--- config.mk ---
export PLATFORM = sky130hd
export DESIGN_NAME = branch_resolve_bht
export DESIGN_NICKNAME = d
export VERILOG_FILES = /design/src/rtl/branch_resolve_bht.sv
export SDC_FILE = /design/constraint.sdc
export NUM_CORES = 1
export LEC_CHECK = 0
export CORE_MARGIN = 5
export CORE_UTILIZATION = 30
export CTS_BUF_LIST = sky130_fd_sc_hd__clkbuf_16
export CTS_CLUSTER_SIZE = 24
export DETAILED_ROUTE_END_ITERATION = 6
export SLEW_MARGIN = 30
export SYNTH_ARGS = -nofsm -noshare
export SYNTH_HDL_FRONTEND = slang
export SYNTH_SLANG_ARGS = --single-unit
export TNS_END_PERCENT = 1
--- constraint.sdc ---
create_clock -name clk -period 2 [get_ports clk]
set_input_delay 0.4 -clock clk [delete_from_list [all_inputs] [get_ports clk]]
set_output_delay 0.4 -clock clk [all_outputs]
set_load 0.005 [all_outputs]
--- src/rtl/branch_resolve_bht.sv ---
`default_nettype none
// ============================================================================
// Module      : branch_resolve_bht
// Description : EX-stage branch resolver with a direct-mapped BHT of 2-bit
//               saturating counters. Evaluates all six branch conditions,
//               selects one by funct3, registers the outcome and misprediction
//               flag, counts mispredictions, and trains the table.
//               Optional macro BRANCH_BHT_BYPASS_EN forwards the post-update
//               counter to pred_taken on a same-index lookup/train collision.
// Revision    : 1.0 - initial release
// ============================================================================
module branch_resolve_bht #(
  parameter int XLEN        = 32,
  parameter int BHT_ENTRIES = 16,
  parameter int CNT_W       = 16
) (
  input  logic             clk,
  input  logic             rst,
  input  logic             hold,
  input  logic             valid_in,
  input  logic [2:0]       f3,
  input  logic [XLEN-1:0]  rs1_val,
  input  logic [XLEN-1:0]  rs2_val,
  input  logic [XLEN-1:0]  ex_pc,
  input  logic             pred_in,
  input  logic [XLEN-1:0]  if_pc,
  output logic             pred_taken,
  output logic             valid_out,
  output logic             taken,
  output logic             mispredict,
  output logic             illegal,
  output logic [CNT_W-1:0] mispred_cnt
);

  localparam int IDX_W = $clog2(BHT_ENTRIES);
  localparam logic [1:0] C_CNT_INIT = 2'b01;

  logic [1:0]       bht_q [BHT_ENTRIES];
  logic [1:0]       bht_d [BHT_ENTRIES];
  logic             valid_out_q, valid_out_d;
  logic             taken_q, taken_d;
  logic             mispredict_q, mispredict_d;
  logic             illegal_q, illegal_d;
  logic [CNT_W-1:0] mispred_cnt_q, mispred_cnt_d;

  logic             w_eq, w_lt, w_ltu, w_cond, w_illegal, w_train;
  logic [IDX_W-1:0] w_tr_idx, w_lk_idx;
  logic [1:0]       w_cnt_cur, w_cnt_upd;

  // Address bits outside the index field are intentionally ignored.
  logic w_unused_pc_bits;
  assign w_unused_pc_bits = ^{ex_pc[1:0], if_pc[1:0]};

  assign w_tr_idx = ex_pc[IDX_W+1:2];
  assign w_lk_idx = if_pc[IDX_W+1:2];

  // Branch condition evaluation, funct3 select and counter update value.
  always_comb begin
    w_eq      = (rs1_val == rs2_val);
    w_lt      = ($signed(rs1_val) < $signed(rs2_val));
    w_ltu     = (rs1_val < rs2_val);
    w_cond    = 1'b0;
    w_illegal = 1'b0;
    case (f3)
      3'b000:  w_cond = w_eq;
      3'b001:  w_cond = ~w_eq;
      3'b100:  w_cond = w_lt;
      3'b101:  w_cond = ~w_lt;
      3'b110:  w_cond = w_ltu;
      3'b111:  w_cond = ~w_ltu;
      default: w_illegal = 1'b1;
    endcase
    w_train   = valid_in & ~hold & ~w_illegal;
    w_cnt_cur = bht_q[w_tr_idx];
    w_cnt_upd = w_cnt_cur;
    if (w_cond) begin
      if (w_cnt_cur != 2'b11) w_cnt_upd = w_cnt_cur + 2'b01;
    end else begin
      if (w_cnt_cur != 2'b00) w_cnt_upd = w_cnt_cur - 2'b01;
    end
  end

  // Next state for outputs, statistics counter and table; hold freezes all.
  always_comb begin
    valid_out_d   = valid_out_q;
    taken_d       = taken_q;
    mispredict_d  = mispredict_q;
    illegal_d     = illegal_q;
    mispred_cnt_d = mispred_cnt_q;
    for (int i = 0; i < BHT_ENTRIES; i++) bht_d[i] = bht_q[i];
    if (!hold) begin
      valid_out_d  = valid_in;
      taken_d      = valid_in & w_cond;
      illegal_d    = valid_in & w_illegal;
      mispredict_d = w_train & (w_cond != pred_in);
      if (mispredict_d && (mispred_cnt_q != {CNT_W{1'b1}}))
        mispred_cnt_d = mispred_cnt_q + {{(CNT_W-1){1'b0}}, 1'b1};
      if (w_train) bht_d[w_tr_idx] = w_cnt_upd;
    end
  end

  // State registers with asynchronous reset.
  always_ff @(posedge clk or posedge rst) begin
    if (rst) begin
      valid_out_q   <= 1'b0;
      taken_q       <= 1'b0;
      mispredict_q  <= 1'b0;
      illegal_q     <= 1'b0;
      mispred_cnt_q <= '0;
      for (int i = 0; i < BHT_ENTRIES; i++) bht_q[i] <= C_CNT_INIT;
    end else begin
      valid_out_q   <= valid_out_d;
      taken_q       <= taken_d;
      mispredict_q  <= mispredict_d;
      illegal_q     <= illegal_d;
      mispred_cnt_q <= mispred_cnt_d;
      for (int i = 0; i < BHT_ENTRIES; i++) bht_q[i] <= bht_d[i];
    end
  end

  // Fetch-side prediction; stale on a same-index collision unless bypassed.
  always_comb begin
`ifdef BRANCH_BHT_BYPASS_EN
    if (w_train && (w_lk_idx == w_tr_idx)) pred_taken = w_cnt_upd[1];
    else                                   pred_taken = bht_q[w_lk_idx][1];
`else
    pred_taken = bht_q[w_lk_idx][1];
`endif
  end

  assign valid_out   = valid_out_q;
  assign taken       = taken_q;
  assign mispredict  = mispredict_q;
  assign illegal     = illegal_q;
  assign mispred_cnt = mispred_cnt_q;

endmodule
`default_nettype wire

==> qor.txt, run 1 <==
Status: complete, but fails checks
Failing checks: negative setup slack
Mapped Area: 3695 µm²
Synthesized flop and latch total: 52
Final setup fails: 51
Post-layout min period: 2.818 ns
IO Count: 157
Critical path's slowest cell: or4_4
Worst skew pair latency: 0.29 ns
Htree depth: 2
Initial Utilization: 30.63%
Measured slew at the worst slew-check pin: 0.4155 ns
Fraction of layout cells with a size suffix above 1: 50.72%
Initial DRC count: 210
Max Slew Vio Count: 0
Async set-reset flop share out of synthesis: 100.0%
Maximum fanout along the worst path: 4
Yosys cell types: 43
Critical path required time: 2.18 ns
Die X: 121.0 µm
Largest net degree at the start of global routing: 34
CP Cell Sequence: buf_12 -> inv_12 -> ha_4 -> nand4_1 -> or4_4 -> nor3_4 -> xor2_1 -> a32o_2 -> o31a_1 -> or4_4 -> xnor2_2
Worst Skew: 0.004419 ns
Yosys top cell area share: 24.38%
Max Fclk: 354.8 MHz
Fin. Hold Viols: 0
Vias: 3530
Hold Slack: 0.4122 ns
GR Util All Layers: 14.66%
Initial antenna violation count: 0
Drt pass-1 iters: 4
VDD IR max: 0.3512 mV
Period utilization: 140.9%
Final wirelength: 10700 µm
Clk buf depth: 2
DPL Wire Length: 8287 µm
Syn avg cell area: 9.801 µm²
YS warnings: 0
Final Util: 49.80%
Reg2reg setup slack: -0.33 ns
Leak: 2.654 nW
FF-to-FF path depth: 5
Synth-to-layout area growth: 62.58%
Crit path top cell by count: or4_4
Synth area leader: dfrtp_1
Die area: 14640 µm²
Clk root buf: clkbuf_16
Top post-synthesis cells by area: dfrtp_1 24%, dfstp_2 11%, ha_1 11%, mux4_2 8.5%, mux2_2 6.1%
Global-route wire length before repair: 17650 µm
Post-synthesis instance total: 377
Placer Congestion: 0.7969
DR WL/cell: 14.74 µm
Post-synth EDFFs: 0
DRC errors left: 0
Max-Cap Viols: 0
CTS buffer count: 5
Buffers on Ports: 100
Critical Path Sink Type: flop
Commonest cells in the netlist: 42 x nand2_1, 38 x inv_1, 36 x dfrtp_1, 33 x ha_1, 23 x nor2_1
R2r endpoint: bht_q[11]$_DFFE_PP0P_
CTS tree: built
Num rows: 40
Critical path type: input port to flop
Ys flop type: dfrtp_1
Final-layout fill cell count: 1128
Clock Sinks: 52
Post-synthesis sequential area ratio: 35.76%
Slowest cell delay on critical path: 0.54 ns
Vias in the first global route: 3804
Die Span Y: 121.0 µm
ANT cells: 0
Pwr dens: 563.4 nW/µm²
Setup WS post-layout: -0.8185 ns
Hold Path Class: input port to asynchronous set/reset pin
Slew headroom: 72.24%
ANT nets after route: 0
Detailed-route vias per instance: 4.862
Syn Nets: 546
Core Area: 12060 µm²
Count leader, synth: nand2_1
Unrepaired setup endpoints after global routing: true
Layout Nets: 726
Total grt overflow: 0
Crit path DAT: 3.00 ns
Reg clk slew, reported paths: 0.07 ns
RR Startpoint: bht_q[24]$_DFFE_PP1P_
CP Launch Type: input port
-- metrics by stage --
stage                     setup TNS [ns]  setup slack [ns]  instances  cell area, µm²  power (mW)
after floorplan                   -39.48            -1.050        377            3829       1.902
after CTS                         -37.87           -0.8417        725            5936       3.376
after global routing              -39.81           -0.9007        726            6007       3.602
final                             -34.82           -0.8185        726            6007       3.384
after detailed placement          -78.71            -1.683        706            5563       2.458
after global placement            -77.38            -1.643        706            5563       2.421
-- layer usage --
metal	GRT usage, %	wire length, µm
met1	17.90	4643
met2	26.95	5501
met3	2.844	442
met4	2.550	115
met5	0	0
-- layout make-up --
cell class                      instances  area [µm²]  share of cell area, %
Clock buffer                            5       125.1                  2.083
Clock inverter                          3       12.51                 0.2083
Inverter                               38       167.7                  2.791
Multi-Input combinational cell        275        2675                  44.53
Sequential cell                        52        1321                  22.00
Tap cell                              168       210.2                  3.499
Timing Repair Buffer                  185        1495                  24.89
-- cell usage in the layout, fill, tap and decap left out, drive strengths merged, types with 10 or more instances in the layout --
| master | count |
|---|---|
| buf | 116 |
| nand2 | 42 |
| clkdlybuf4s50 | 41 |
| inv | 40 |
| dfrtp | 36 |
| ha | 33 |
| clkbuf | 29 |
| nor2 | 23 |
| a21oi | 21 |
| mux2 | 20 |
| o21ai | 19 |
| dfstp | 16 |
| nand4 | 15 |
| mux4 | 14 |
| nor3 | 13 |
| nor4 | 10 |
-- how the worst max path moves through the flow --
stage,start,endpoint,slack [ns],cells after the start
final,rs2_val[11],mispred_cnt[10]$_DFFE_PP0P_,-0.82,11
after global routing,rs2_val[11],mispred_cnt[10]$_DFFE_PP0P_,-0.90,11
after CTS,rs2_val[11],mispred_cnt[10]$_DFFE_PP0P_,-0.84,12
after detailed placement,rs2_val[11],mispred_cnt[14]$_DFFE_PP0P_,-1.68,13
after global placement,rs2_val[11],mispred_cnt[14]$_DFFE_PP0P_,-1.64,13
after floorplan,rs2_val[11],mispred_cnt[10]$_DFFE_PP0P_,-1.05,11
-- cell families (layout without fill, tap and decap cells) --
kind of cell	count (synthesis)	in the layout	synth area share, %
compound gates	51	51	8.094
xor+xnor	15	15	3.759
fa+ha+maj	34	34	11.48
buf+inv	50	231	5.554
flops	52	52	35.76
mux	42	42	16.80
simple gates	133	133	18.56
-- report_power, final --
part	internal [mW]	switching, mW
clock	0.454	0.378
combinational	0.667	0.504
sequential	1.26	0.119
-- state kept, by name, indices dropped and copies added (netlist names) --
name / cells
bht_q: 32
mispred_cnt: 16
illegal: 1
mispredict: 1
taken: 1
valid_out: 1
-- critical path: cells and delay by family --
kind,cells,cell delay (ns)
compound gates,2,0.62
simple gates,4,1.38
fa+ha+maj,1,0.25
xor+xnor,2,0.23
buf+inv,2,0.12
-- repair_timing --
item,CTS,global route
pin swaps,42,41
resized for setup,211,75
setup buffers,10,2
cloned,1,0
endpoints found under the setup margin,51,51
hold buffers,0,0
Power figures use the tool's default switching activity.
==> inputs of run 2 (changes only) <==
--- a/config.mk
+++ b/config.mk
@@ -5,7 +5,7 @@
 export SDC_FILE = /design/constraint.sdc
 export NUM_CORES = 1
 export LEC_CHECK = 0
-export CORE_MARGIN = 5
+export CORE_MARGIN = 8
 export CORE_UTILIZATION = 30
 export CTS_BUF_LIST = sky130_fd_sc_hd__clkbuf_16
 export CTS_CLUSTER_SIZE = 24
==> run 2 against run 1 <==
The flow still finishes with violations (negative setup slack). Global-route usage fell by 0.44 points. Fmax down 3.9%. Combinational power about the same. Clock-buffer cell count unchanged. Sequential share of layout area shrank 0.24 points. Sequential cell count unchanged. Clock power is 32% higher. Clock skew increased by 0.0052 ns. Sequential power is essentially flat. Cell count down 3.0%. Final area is 1.1% higher. Largest power group unchanged.
==> qor.txt, run 2 (same netlist as run 1, synthesis figures left out) <==
Status: complete, but fails checks (unchanged)
Failing checks: negative setup slack (unchanged)
Pwr dens: 605.8 nW/µm² (was 563.4 nW/µm²)
Setup WS post-layout: -0.9325 ns (was -0.8185 ns)
Final Cell Area: 6073 µm² (was 6007 µm²)
Clock Sinks: 52 (unchanged)
Initial Utilization: 30.76% (was 30.63%)
Placer Congestion: 0.8362 (was 0.7969)
DRC errors left: 0 (unchanged)
Unrepaired setup endpoints after global routing: true (unchanged)
Fin. Hold Viols: 0 (unchanged)
Die area: 16120 µm² (was 14640 µm²)
Critical path required time: 2.19 ns (was 2.18 ns)
Hold Slack: 0.4202 ns (was 0.4122 ns)
Vias in the first global route: 3716 (was 3804)
Slew headroom: 71.80% (was 72.24%)
Crit path DAT: 3.12 ns (was 3.00 ns)
Detailed-route vias per instance: 4.994 (was 4.862)
CP bufs+invs: 2 (unchanged)
Final setup fails: 51 (unchanged)
VDD IR max: 0.3382 mV (was 0.3512 mV)
CTS tree: built (unchanged)
Initial antenna violation count: 0 (unchanged)
CP Cell Sequence: buf_2 -> inv_2 -> ha_4 -> nand4_1 -> or4_4 -> nor3_4 -> xor2_1 -> a32o_2 -> o31a_1 -> or4_4 -> xnor2_2 (was buf_12 -> inv_12 -> ha_4 -> nand4_1 -> or4_4 -> nor3_4 -> xor2_1 -> a32o_2 -> o31a_1 -> or4_4 -> xnor2_2)
IO Count: 157 (unchanged)
Clk root buf: clkbuf_16 (unchanged)
Placed Area: 5542 µm² (was 5563 µm²)
Num rows: 40 (unchanged)
Layout Nets: 724 (was 726)
Cell depth of the worst setup path: 11 (unchanged)
Commonest non-fill, non-tap cell in the layout: buf_4 (unchanged)
Max-Cap Viols: 0 (unchanged)
Die X: 127.0 µm (was 121.0 µm)
Reg clk slew, reported paths: 0.07 ns (about the same)
GR Util All Layers: 14.23% (was 14.66%)
Synth-to-layout area growth: 64.38% (was 62.58%)
Drt pass-1 iters: 4 (unchanged)
Hold-fix buffers, CTS: 0 (unchanged)
Hold Path Class: input port to asynchronous set/reset pin (unchanged)
Worst Skew: 0.009633 ns (was 0.004419 ns)
Non-Filler Instances: 704 (was 726)
Period utilization: 146.6% (was 140.9%)
Maximum fanout along the worst path: 7 (was 4)
Setup WS pre-CTS: -1.787 ns (was -1.683 ns)
Slowest cell delay on critical path: 0.58 ns (was 0.54 ns)
CP Launch Type: input port (unchanged)
DR WL/cell: 16.42 µm (was 14.74 µm)
FF-to-FF path depth: 5 (unchanged)
Measured slew at the worst slew-check pin: 0.4221 ns (was 0.4155 ns)
Initial DRC count: 131 (was 210)
Leak: 2.700 nW (was 2.654 nW)
Placed insts: 684 (was 706)
Post-layout min period: 2.933 ns (was 2.818 ns)
Max Fclk: 341.0 MHz (was 354.8 MHz)
RR Startpoint: bht_q[0]$_DFFE_PP1P_ (was bht_q[24]$_DFFE_PP1P_)
Commonest non-fill, non-tap cells in the layout: 78 x buf_4, 41 x clkdlybuf4s50_1, 40 x nand2_1, 36 x dfrtp_1, 25 x buf_2 (was 74 x buf_4, 41 x nand2_1, 41 x clkdlybuf4s50_1, 36 x dfrtp_1, 25 x ha_4)
Htree depth: 2 (unchanged)
ANT nets after route: 0 (unchanged)
Die Span Y: 127.0 µm (was 121.0 µm)
Largest net degree at the start of global routing: 21 (was 34)
Vias: 3516 (was 3530)
Setup crit start: rs2_val[17] (was rs2_val[11])
Reg2reg setup slack: -0.29 ns (was -0.33 ns)
R2r endpoint: bht_q[11]$_DFFE_PP0P_ (unchanged)
Setup crit end: mispred_cnt[10]$_DFFE_PP0P_ (unchanged)
Max FFs per register: 32 (unchanged)
Final wirelength: 11560 µm (was 10700 µm)
Critical path type: input port to flop (unchanged)
Total power: 3.679 mW (was 3.384 mW)
Fraction of layout cells with a size suffix above 1: 48.02% (was 50.72%)
Clk buf depth: 2 (unchanged)
Core Area: 12010 µm² (was 12060 µm²)
DPL Wire Length: 9105 µm (was 8287 µm)
Setup TNS: -39.06 ns (was -34.82 ns)
Largest register by flop count: bht_q (unchanged)
Max Slew Vio Count: 0 (unchanged)
Critical Path Sink Type: flop (unchanged)
Global-route wire length before repair: 18610 µm (was 17650 µm)
Final Util: 50.56% (was 49.80%)
Final-layout fill cell count: 1086 (was 1128)
Critical path's top delay family: simple AND/OR/NAND/NOR gates (unchanged)
Worst skew pair latency: 0.30 ns (was 0.29 ns)
CTS buffer count: 5 (unchanged)
Critical path's slowest cell: or4_4 (unchanged)
Total grt overflow: 0 (unchanged)
Buffers on Ports: 100 (unchanged)
Crit path top cell by count: or4_4 (unchanged)
run 2: cell types whose count changed in the layout (fill, tap and decap cells not counted), moves of 3 or more:
| cell | delta |
|---|---|
| dlygate4sd2_1 | +16 |
| a21oi_1 | -5 |
| buf_4 | +4 |
| o21ai_1 | -6 |
| clkbuf_2 | -23 |
| a21oi_2 | +4 |
| clkdlybuf4s15_2 | +3 |
| clkdlybuf4s15_1 | +3 |
| o21ai_2 | +3 |
| buf_6 | -6 |
| o21ai_0 | +3 |
run 2: where the power goes:
group / switching, mW / internal (mW) / total, mW
clock: 0.391 / 0.713 / 1.10
combinational: 0.523 / 0.670 / 1.19
sequential: 0.120 / 1.26 / 1.38
total: 1.03 / 2.65 / 3.68
run 2: final cells by class:
class,count,area (µm²),share of cell area (%)
well taps,147,183.9,3.028
flip-flops and latches,52,1321,21.76
diodes,1,2.502,0.04120
clock inverters,3,63.81,1.051
repair buffers,183,1546,25.46
inverters,38,167.7,2.761
clock buffers,5,125.1,2.060
multi-input cells,275,2663,43.84
run 2: worst min-delay path by stage:
| stage | depth (start not counted) | from | slack, ns | end |
|---|---|---|---|---|
| 2_1_floorplan | 2 | bht_q[0]$_DFFE_PP1P_ | 0.44 | bht_q[0]$_DFFE_PP1P_ |
| 3_3_place_gp | 2 | bht_q[24]$_DFFE_PP1P_ | 0.45 | bht_q[24]$_DFFE_PP1P_ |
| 3_5_place_dp | 2 | bht_q[24]$_DFFE_PP1P_ | 0.45 | bht_q[24]$_DFFE_PP1P_ |
| 4_1_cts | 2 | rst | 0.43 | illegal$_DFFE_PP0N_ |
| 5_1_grt | 2 | rst | 0.45 | illegal$_DFFE_PP0N_ |
| 6_report | 2 | rst | 0.42 | illegal$_DFFE_PP0N_ |
run 2: layer usage:
metal,vias up,routed length [µm],track usage [%]
met4,0,160,4.619
met5,-,0,0
met1,1704,5069,16.96
li1,1712,-,-
met3,10,685,3.369
met2,90,5644,24.69
run 2: what timing repair did:
item,in CTS,in global routing
pin swaps,31,13
resized for setup,208,34
endpoints found under the setup margin,51,51
hold endpoints to repair,0,0
setup buffers,7,4
